[src/rtl/lift_pkg.sv]
// Shared constants and saturation helpers for the 5/3 lifting engine.
package lift_pkg;
    localparam int DW = 8;
    localparam int RW = DW + 1;

    localparam logic [2:0] FWD_PREDICT = 3'd7;
    localparam logic [2:0] FWD_UPDATE  = 3'd5;
    localparam logic [2:0] INV_PREDICT = 3'd6;
    localparam logic [2:0] INV_UPDATE  = 3'd4;

    // Clamp an RW+1-bit signed value into the RW-bit signed range.
    function automatic logic [RW-1:0] sat9(input logic signed [RW:0] v);
        if (v > $signed({2'b00, {(RW-1){1'b1}}}))
            return {1'b0, {(RW-1){1'b1}}};
        else if (v < $signed({2'b11, {(RW-1){1'b0}}}))
            return {1'b1, {(RW-1){1'b0}}};
        else
            return v[RW-1:0];
    endfunction

    // Clamp an RW-bit signed value into the DW-bit signed range.
    function automatic logic [DW-1:0] sat8(input logic signed [RW-1:0] v);
        if (v > $signed({2'b00, {(DW-1){1'b1}}}))
            return {1'b0, {(DW-1){1'b1}}};
        else if (v < $signed({2'b11, {(DW-1){1'b0}}}))
            return {1'b1, {(DW-1){1'b0}}};
        else
            return v[DW-1:0];
    endfunction
endpackage

[src/rtl/lift_res_to_byte.sv]
// Registers the 9-bit lifted result as a saturated signed byte, every clock.
module lift_res_to_byte
    import lift_pkg::*;
(
    input  logic          clk_i,
    input  logic          rst_n_i,
    input  logic [RW-1:0] res_o,
    output logic [DW-1:0] z_o
);
    always_ff @(posedge clk_i or negedge rst_n_i) begin
        if (!rst_n_i) z_o <= '0;
        else          z_o <= sat8($signed(res_o));
    end
endmodule

[src/rtl/lift_step_dwt.sv]
// One predict/update step of the integer 5/3 DWT on a centre sample and its neighbours.
module lift_step_dwt
    import lift_pkg::*;
(
    input  logic          clk_i,
    input  logic          rst_n_i,
    input  logic [2:0]    flags_i,
    input  logic          update_i,
    input  logic [DW-1:0] left_i,
    input  logic [DW-1:0] sam_i,
    input  logic [DW-1:0] right_i,
    output logic [RW-1:0] res_o,
    output logic          update_o,
    output logic [DW-1:0] z_o
);
    logic [RW:0]        sum_w;
    logic signed [RW:0] sam_s, half_s, quart_s, t;
    logic               op_ok;

    // Everything is widened to RW+1 bits so sum+2 and sam+(sum>>1) never wrap.
    assign sum_w   = {2'b00, left_i} + {2'b00, right_i};
    assign sam_s   = $signed({2'b00, sam_i});
    assign half_s  = $signed(sum_w >> 1);
    assign quart_s = $signed((sum_w + (RW+1)'(2)) >> 2);

    always_comb begin
        t     = '0;
        op_ok = 1'b1;
        case (flags_i)
            FWD_PREDICT: t = sam_s - half_s;
            FWD_UPDATE:  t = sam_s + quart_s;
            INV_PREDICT: t = sam_s + half_s;
            INV_UPDATE:  t = sam_s - quart_s;
            default:     op_ok = 1'b0;
        endcase
    end

    always_ff @(posedge clk_i or negedge rst_n_i) begin
        if (!rst_n_i) begin
            res_o    <= '0;
            update_o <= 1'b0;
        end else begin
            update_o <= update_i && op_ok;
            if (update_i && op_ok) res_o <= sat9(t);
        end
    end

    lift_res_to_byte u_byte (
        .clk_i   (clk_i),
        .rst_n_i (rst_n_i),
        .res_o   (res_o),
        .z_o     (z_o)
    );
endmodule

[config.mk]
export PLATFORM = sky130hd
export DESIGN_NAME = lift_step_dwt
export DESIGN_NICKNAME = d
export VERILOG_FILES = /design/src/rtl/lift_pkg.sv /design/src/rtl/lift_res_to_byte.sv /design/src/rtl/lift_step_dwt.sv
export SDC_FILE = /design/constraint.sdc
export NUM_CORES = 1
export LEC_CHECK = 0
export ABC_AREA = 1
export CORE_MARGIN = 4
export CORE_UTILIZATION = 40
export CTS_CLUSTER_DIAMETER = 100
export DETAILED_ROUTE_END_ITERATION = 8
export GPL_ROUTABILITY_DRIVEN = 1
export SLEW_MARGIN = 20
export SYNTH_ARGS = -nofsm -noshare
export SYNTH_HDL_FRONTEND = slang
export SYNTH_SLANG_ARGS = --single-unit
[constraint.sdc]
create_clock -name clk_i -period 1.15 [get_ports clk_i]
set_clock_uncertainty 0.2 [all_clocks]
set_input_delay 0.23 -clock clk_i [delete_from_list [all_inputs] [get_ports clk_i]]
set_output_delay 0.23 -clock clk_i [all_outputs]
set_load 0.05 [all_outputs]
==> parameters.txt, run 1 <==
Parameter                              Value

Cells and area
  Layout net count    623
  Final Util    80.95%
  Fin cells    630
  Number of diodes    0
  Area added between synthesis and finish    93.03%
  Final instance area    4850 um2
  Fraction of layout instances using a drive strength above 1    46.85%
  Footprint of the multi-input gates    2461 um2
  Reg area    452.9 um2
  Fill cell instance count of the final layout    388

Yosys
  Fraction of synthesis flops using an asynchronous set or reset pin    100.0%
  Portion of synthesized cell area occupied by the leading cell type    17.93%
  Prevailing post-synth register cell    dfrtp_1
  Largest area contributor in the netlist    dfrtp_1
  Most common cell in the netlist    nand2_1
  Mapped Cells    390
  Syn Std Cell Area    2512 um2
  Number of flops mapped to enable cells by yosys    0
  Warnings, synthesis    0
  Top cell types by occurrence after synthesis    113 x nand2_1, 53 x inv_1, 41 x nand3_1, 33 x ha_1, 27 x a21oi_1
  Average footprint of a synthesized cell    6.442 um2
  FF+latch count, synth    18
  Post-synthesis cell type count    27
  Largest cells by area after synthesis    dfrtp_1 18%, nand2_1 17%, ha_1 16%
  Part of the Yosys area used for sequential elements    around 18%
  Post-synth net total    457

Power
  Part of the power in the clock network    7.7%
  Seq pwr share    14.4%
  Switching pwr    0.003043 W
  Gate power share    77.9%
  VDD IR max    1.585 mV
  Total Power    about 0.0067 W
  Internal power component    0.003676 W
  Standby leakage power    2.399 nW
  Power per standard cell area    1386 nW/um2
  Switching portion of total power    45.29%

Routing
  DR pass1 iterations    5
  Post-DR wirelength/cell    15.97 um
  Residual antenna-violating net count after detailed routing    0
  Initial DRC count    179
  Remaining DRCs    0
  Post-detailed-route via-to-cell ratio    5.367
  Wirelength, routed    slightly above 10000 um
  Vias after detailed routing    3381

Floorplanning
  Chip Width    slightly below 90 um
  Placeable Area    ~6000 um2
  Height of the die    87.25 um
  Count of boundary I/O pins    48
  Rows    28
  Die Area    7613 um2
  Starting Density    41.94%

Placed design
  Port buffer count    47
  Weighted congestion reported at the end of routability-driven placement    ~0.92
  Cell total after placement    a little under 600
  Total placed instance area    between 4000 and 5000 um2
  Post-DP HPWL    7170 um

Clocking
  CTS Buffer Depth    2
  TritonCTS Buffers    3
  CTS root buffer    clkbuf_8
  Clock Latency Late Sink    approximately 0.25 ns
  TritonCTS clock tree    yes
  CTS HTree Levels    1
  Clk slew on worst S/H paths    0.07 ns
  TritonCTS sink count    18

Timing
  Final critical delay including setup and external delays    about 3.0 ns
  Final hold violation count    0
  Final-report setup violation count    28
  Max-slew violations    0
  Worst Max-Slew Pin Slew    between 0.4 and 0.5 ns
  Post-route worst hold slack    between 0.1 and 0.15 ns
  Relative slew slack    72.62%
  PnR worst setup slack    -1.832 ns
  Maximum clock frequency    roughly 0.34 GHz
  Fraction of the cycle the final worst path needs    259.3%
  RSZ-0062 raised after global routing    true

Critical path
  Critical path's slowest cell    fa_2
  Kind of end point of the critical path    register
  Data arrival time of the critical path    2.97 ns
  Worst setup path category    input port to register
  Critical path fanouts, max    5
  Worst EP required    approximately 1.1 ns
  CP max stage delay    0.43 ns
  Worst path cell trace    buf_8 > nand2_8 > inv_4 > fa_2 > buf_4 > nand2_4 > nand2_2 > nand2_2 > nand2_4 > buf_4 > xor2_4 > o21ai_2 > ha_4 > buf_6 > nand3_2 > nand2_2 > buf_4 > a21oi_1 > o21ai_1 > o21ai_1 > nor2_1 > a21oi_1
  Startpoint type of the worst setup path    input port

Global routing
  Overall track demand over capacity in global routing    ~25%
  Vias in the first global route    3250
  Total gr overflow    0
  First-pass GRT wire length    about 15000 um
  Pin count of the biggest net entering global routing    19
  Antenna violations before repair    0

Run status
  Status    finished, violations left
  Violations in the final reports    setup timing

Run
  Max-cap violation count    0

Hold path
  Hold crit path type    input port to async pin
[routing by layer]
layer	part of all wire, %	GRT usage, %	vias to the layer above
li1	-	-	1652
met1	43	34.92	1591
met2	49	43.29	120
met3	6.3	3.311	18
met4	1.7	2.789	0
met5	0	0	-
[logic make-up (layout without fill, tap and decap cells)]
family                   count (synthesis)  count (layout)  share of synthesized area, %
AND/OR/NAND/NOR                        220             220                         40.39
buffers and inverters                   55             220                         8.217
adder cells (fa/ha/maj)                 37              37                         19.62
XOR/XNOR                                 3               3                         1.643
AO/OA/AOI/OAI                           57              57                         12.20
flip-flops                              18              18                         17.93
[worst paths after layout]
| check | from | to | slack [ns] | cells past startpoint |
|---|---|---|---|---|
| setup / recovery | left_i[0] | res_o[4]$_DFFE_PN0P_ | -1.83 | 22 |
| hold / removal | rst_n_i | u_byte.z_o[4]$_DFF_PN0_ | 0.11 | 2 |
| max in group asynchronous | rst_n_i | res_o[8]$_DFFE_PN0P_ | 0.50 | 2 |
| hold reg to reg | res_o[6]$_DFFE_PN0P_ | res_o[6]$_DFFE_PN0P_ | 0.39 | 2 |
| min in group clk_i | res_o[6]$_DFFE_PN0P_ | res_o[6]$_DFFE_PN0P_ | 0.39 | 2 |
| setup reg to reg | res_o[7]$_DFFE_PN0P_ | u_byte.z_o[6]$_DFF_PN0_ | -0.06 | 3 |
[final cells by class]
cell class / count / area share [%]
Tap cell: 75 / 1.935
Timing Repair Buffer: 163 / 32.64
Clock buffer: 4 / 1.135
Inverter: 53 / 4.205
Multi-Input combinational cell: 317 / 50.75
Sequential cell: 18 / 9.340
[power by group through the flow]
stage | Combinational (W) | Sequential (W) | Clock [W]
after floorplan | 0.00170 | 0.00148 | 0
after global placement | 0.00414 | 0.000989 | 0
after detailed placement | 0.00419 | 0.000996 | 0
after CTS | 0.00472 | 0.000965 | 0.000528
after global routing | 0.00561 | 0.000989 | 0.000561
final | 0.00523 | 0.000970 | 0.000517
[state kept, by name, indices dropped and copies added, names as in the netlist]
register    cells
res_o           9
u_byte.z_o      8
update_o        1
[per-stage QoR]
step / setup WS (ns) / TNS, ns
floorplan: -1.711 / -15.29
global placement: -2.512 / -22.42
detailed placement: -2.567 / -23.00
CTS: -1.772 / -17.60
global route: -1.947 / -19.67
finish: -1.832 / -18.01
[cells in the final DEF (no fill, tap or decap), drive strengths merged, types with 2 or more instances in the layout]
cell type	synthesis	final
o21a	3	3
a21oi	27	27
dfrtp	18	18
nand3b	7	7
nand4	19	19
nand3	41	41
xor2	3	3
inv	53	53
ha	33	33
nand2	116	116
or2	7	7
clkbuf	2	7
dlygate4sd2	0	7
dlymetal6s2s	0	2
a31oi	3	3
clkdlybuf4s50	0	14
fa	4	4
buf	0	137
nor2	23	23
o21ai	21	21
nor3	7	7
[critical path: cells and delay by family]
| kind | cells | cell delay [ns] |
|---|---|---|
| AO/OA/AOI/OAI | 5 | 0.62 |
| XOR/XNOR | 1 | 0.18 |
| adder cells (fa/ha/maj) | 2 | 0.67 |
| buffers and inverters | 6 | 0.72 |
| AND/OR/NAND/NOR | 8 | 0.53 |
[timing repair]
| action | CTS | global route |
|---|---|---|
| resized for setup | 92 | 61 |
| setup endpoints to repair | 28 | 34 |
| pin swaps | 49 | 41 |
| hold buffers | 0 | 0 |
| setup buffers | 20 | 10 |
| hold endpoints to repair | 0 | 0 |
No activity file was read; power rests on OpenSTA's default activity.
==> inputs of run 2 (changes only) <==
==> constraint.sdc (replaced) <==
create_clock -name clk_i -period 1.15 [get_ports clk_i]
set_clock_uncertainty 0.2 [all_clocks]
set_input_delay 0.115 -clock clk_i [delete_from_list [all_inputs] [get_ports clk_i]]
set_output_delay 0.115 -clock clk_i [all_outputs]
set_load 0.05 [all_outputs]
==> run 2 against run 1 <==
Against the previous run: the flow finishes with violations (hold timing, setup timing); power decreased by 3.6%; first-iteration DRC count decreased by 36%; critical path depth shrank 3; sequential power about the same; final cell count unchanged; largest power group unchanged; fmax rose by 2.3%; worst setup slack improved by 0.068 ns; routed wire length shrank 8.6%.
==> parameters.txt, run 2 (same netlist as run 1, synthesis figures left out) <==
Parameter                              Value

Run status
  Status    finished, violations left (unchanged)
  Violations in the final reports    hold timing, setup timing (was setup timing)

Clocking
  CTS HTree Levels    1 (unchanged)
  CTS root buffer    clkbuf_8 (unchanged)
  TritonCTS Buffers    3 (unchanged)
  Hold buffer count at cts    0 (unchanged)
  CTS Buffer Depth    2 (unchanged)
  Clock Latency Late Sink    0.25 ns (about the same)
  TritonCTS clock tree    yes (unchanged)
  Clk slew on worst S/H paths    0.07 ns (about the same)
  TritonCTS sink count    18 (unchanged)

Power
  Power per standard cell area    1381 nW/um2 (was 1386 nW/um2)
  Total Power    0.006478 W (was 0.006719 W)
  Internal power component    0.003570 W (was 0.003676 W)
  Gate power share    77.0% (was 77.9%)
  Part of the power in the clock network    8.0% (was 7.7%)
  Switching portion of total power    44.89% (was 45.29%)
  Seq pwr share    15.0% (was 14.4%)
  Standby leakage power    2.340 nW (was 2.399 nW)
  Switching pwr    0.002908 W (was 0.003043 W)
  VDD IR max    1.584 mV (was 1.585 mV)

Cells and area
  Register with the most flip-flops    res_o (unchanged)
  Fin cells    630 (unchanged)
  Most used cells in the layout excluding fill and tap cells    109 x buf_4, 88 x nand2_1, 41 x inv_1 (was 103 x buf_4, 86 x nand2_1, 42 x inv_1)
  Layout net count    623 (unchanged)
  Area added between synthesis and finish    86.70% (was 93.03%)
  Fill cell instance count of the final layout    427 (was 388)
  Number of diodes    0 (unchanged)
  Fraction of layout instances using a drive strength above 1    44.32% (was 46.85%)
  Leading registers by flop count    res_o: 9 flops, u_byte.z_o: 8 flops, update_o: 1 flops (unchanged)
  Final instance area    4691 um2 (was 4850 um2)
  Footprint of the multi-input gates    2331 um2 (was 2461 um2)
  Number of flip-flops under the largest register name    9 (unchanged)
  Most common cell after layout, fill and taps aside    buf_4 (unchanged)
  Reg area    452.9 um2 (unchanged)

Critical path
  Kind of end point of the critical path    register (unchanged)
  Critical path fanouts, max    4 (was 5)
  Data arrival time of the critical path    2.85 ns (was 2.97 ns)
  Buffers plus inverters on the worst setup path    5 (was 6)
  Worst setup path category    input port to register (unchanged)
  Startpoint type of the worst setup path    input port (unchanged)
  Critical path's slowest cell    fa_2 (unchanged)
  Worst EP required    1.09 ns (was 1.13 ns)
  Crit path max-delay family    adder cells (was buffers and inverters)
  CP max stage delay    0.41 ns (was 0.43 ns)
  Cell seen most often among critical-path stages    buf_4
  Worst path cell trace    buf_8 > nand2_8 > inv_4 > fa_2 > xor2_4 > ha_4 > nand3_4 > nor2_4 > nand2_1 > nand2_1 > o21ai_1 > ha_1 > buf_4 > buf_4 > buf_4 > o21ai_0 > o21ai_1 > nor3_1 > a21oi_1 (was buf_8 > nand2_8 > inv_4 > fa_2 > buf_4 > nand2_4 > nand2_2 > nand2_2 > nand2_4 > buf_4 > xor2_4 > o21ai_2 > ha_4 > buf_6 > nand3_2 > nand2_2 > buf_4 > a21oi_1 > o21ai_1 > o21ai_1 > nor2_1 > a21oi_1)

Hold path
  Hold crit path type    input port to async pin (unchanged)

Placed design
  Port buffer count    47 (unchanged)
  Total placed instance area    4121 um2 (was 4076 um2)
  Weighted congestion reported at the end of routability-driven placement    0.8975 (was 0.9215)
  Post-DP HPWL    7058 um (was 7170 um)
  Cell total after placement    602 (was 596)

Routing
  Post-detailed-route via-to-cell ratio    5.273 (was 5.367)
  Residual antenna-violating net count after detailed routing    0 (unchanged)
  Initial DRC count    115 (was 179)
  Post-DR wirelength/cell    14.59 um (was 15.97 um)
  Remaining DRCs    0 (unchanged)
  Wirelength, routed    9194 um (was 10060 um)
  DR pass1 iterations    6 (was 5)
  Vias after detailed routing    3322 (was 3381)

Timing
  Maximum clock frequency    0.3431 GHz (was 0.3353 GHz)
  RSZ-0062 raised after global routing    true (unchanged)
  Post-Route Setup TNS    -15.33 ns (was -18.01 ns)
  PnR worst setup slack    -1.764 ns (was -1.832 ns)
  Max-slew violations    0 (unchanged)
  Relative slew slack    78.18% (was 72.62%)
  Fraction of the cycle the final worst path needs    253.4% (was 259.3%)
  Final critical delay including setup and external delays    2.914 ns (was 2.982 ns)
  Worst Max-Slew Pin Slew    0.3239 ns (was 0.4095 ns)
  Final-report setup violation count    13 (was 28)
  Final hold violation count    10 (was 0)
  Post-route worst hold slack    -0.002610 ns (was 0.1092 ns)

Floorplanning
  Placeable Area    5991 um2 (unchanged)
  Die Area    7613 um2 (unchanged)
  Rows    28 (unchanged)
  Chip Width    87.25 um (unchanged)
  Starting Density    41.94% (unchanged)
  Height of the die    87.25 um (unchanged)
  Count of boundary I/O pins    48 (unchanged)

Global routing
  First-pass GRT wire length    15200 um (was 15250 um)
  Pin count of the biggest net entering global routing    19 (unchanged)
  Overall track demand over capacity in global routing    24.87% (was 25.26%)
  Total gr overflow    0 (unchanged)
  Antenna violations before repair    0 (unchanged)
  Vias in the first global route    3270 (was 3250)

Run
  Max-cap violation count    0 (unchanged)
[run 2: metal layers]
| metal | vias up | GRT usage, % | routed length [um] |
|---|---|---|---|
| li1 | 1646 | - | - |
| met5 | - | 0 | 0 |
| met3 | 25 | 3.595 | 542 |
| met2 | 108 | 40.27 | 4247 |
| met1 | 1543 | 34.93 | 4154 |
| met4 | 0 | 5.579 | 250 |
[run 2: repair_timing]
| item | 4_1_cts | 5_1_grt |
|---|---|---|
| pin swaps | 62 | 32 |
| gates resized for setup | 87 | 36 |
| gates cloned | 0 | 0 |
| setup endpoints to repair | 18 | 27 |
| setup buffers | 18 | 7 |
[run 2: layout make-up]
type                       count  area share (%)
clock buffer                   4           1.174
multi-input combinational    317           49.69
inverter                      53           4.294
sequential                    18           9.656
tap                           75           2.001
timing repair buffer         163           33.18
[run 2: worst paths after layout]
check                                     start                 endpoint  slack [ns]  cells after the start
min in group clk_i         res_o[3]$_DFFE_PN0P_  u_byte.z_o[3]$_DFF_PN0_        0.38                      2
max in group asynchronous               rst_n_i     res_o[7]$_DFFE_PN0P_        0.61                      2
max                                   left_i[0]     res_o[3]$_DFFE_PN0P_       -1.76                     19
max reg2reg                res_o[8]$_DFFE_PN0P_     res_o[8]$_DFFE_PN0P_        0.02                      4
min                                     rst_n_i  u_byte.z_o[1]$_DFF_PN0_      -0.003                      2
min reg2reg                res_o[3]$_DFFE_PN0P_  u_byte.z_o[3]$_DFF_PN0_        0.38                      2
[run 2: power by group through the flow]
stage | combinational [W] | clock, W | sequential (W)
final | 0.00499 | 0.000515 | 0.000973
after global routing | 0.00539 | 0.000555 | 0.000992
after CTS | 0.00470 | 0.000518 | 0.000968
after detailed placement | 0.00425 | 0 | 0.00100
after global placement | 0.00420 | 0 | 0.000989
after floorplan | 0.00170 | 0 | 0.00148
[run 2: through the flow]
stage          utilization [%]  setup WS (ns)
6_report                 78.30         -1.764
3_3_place_gp             68.80         -2.397
2_1_floorplan                -         -1.596
4_1_cts                  75.86         -1.656
5_1_grt                  78.30         -1.891
3_5_place_dp             68.80         -2.440
==> inputs of run 3 (changes only) <==
CAP_MARGIN = 20   (was default)
==> results of run 3 <==
No change in the layout: final DEF, timing and power equal those of run 2.
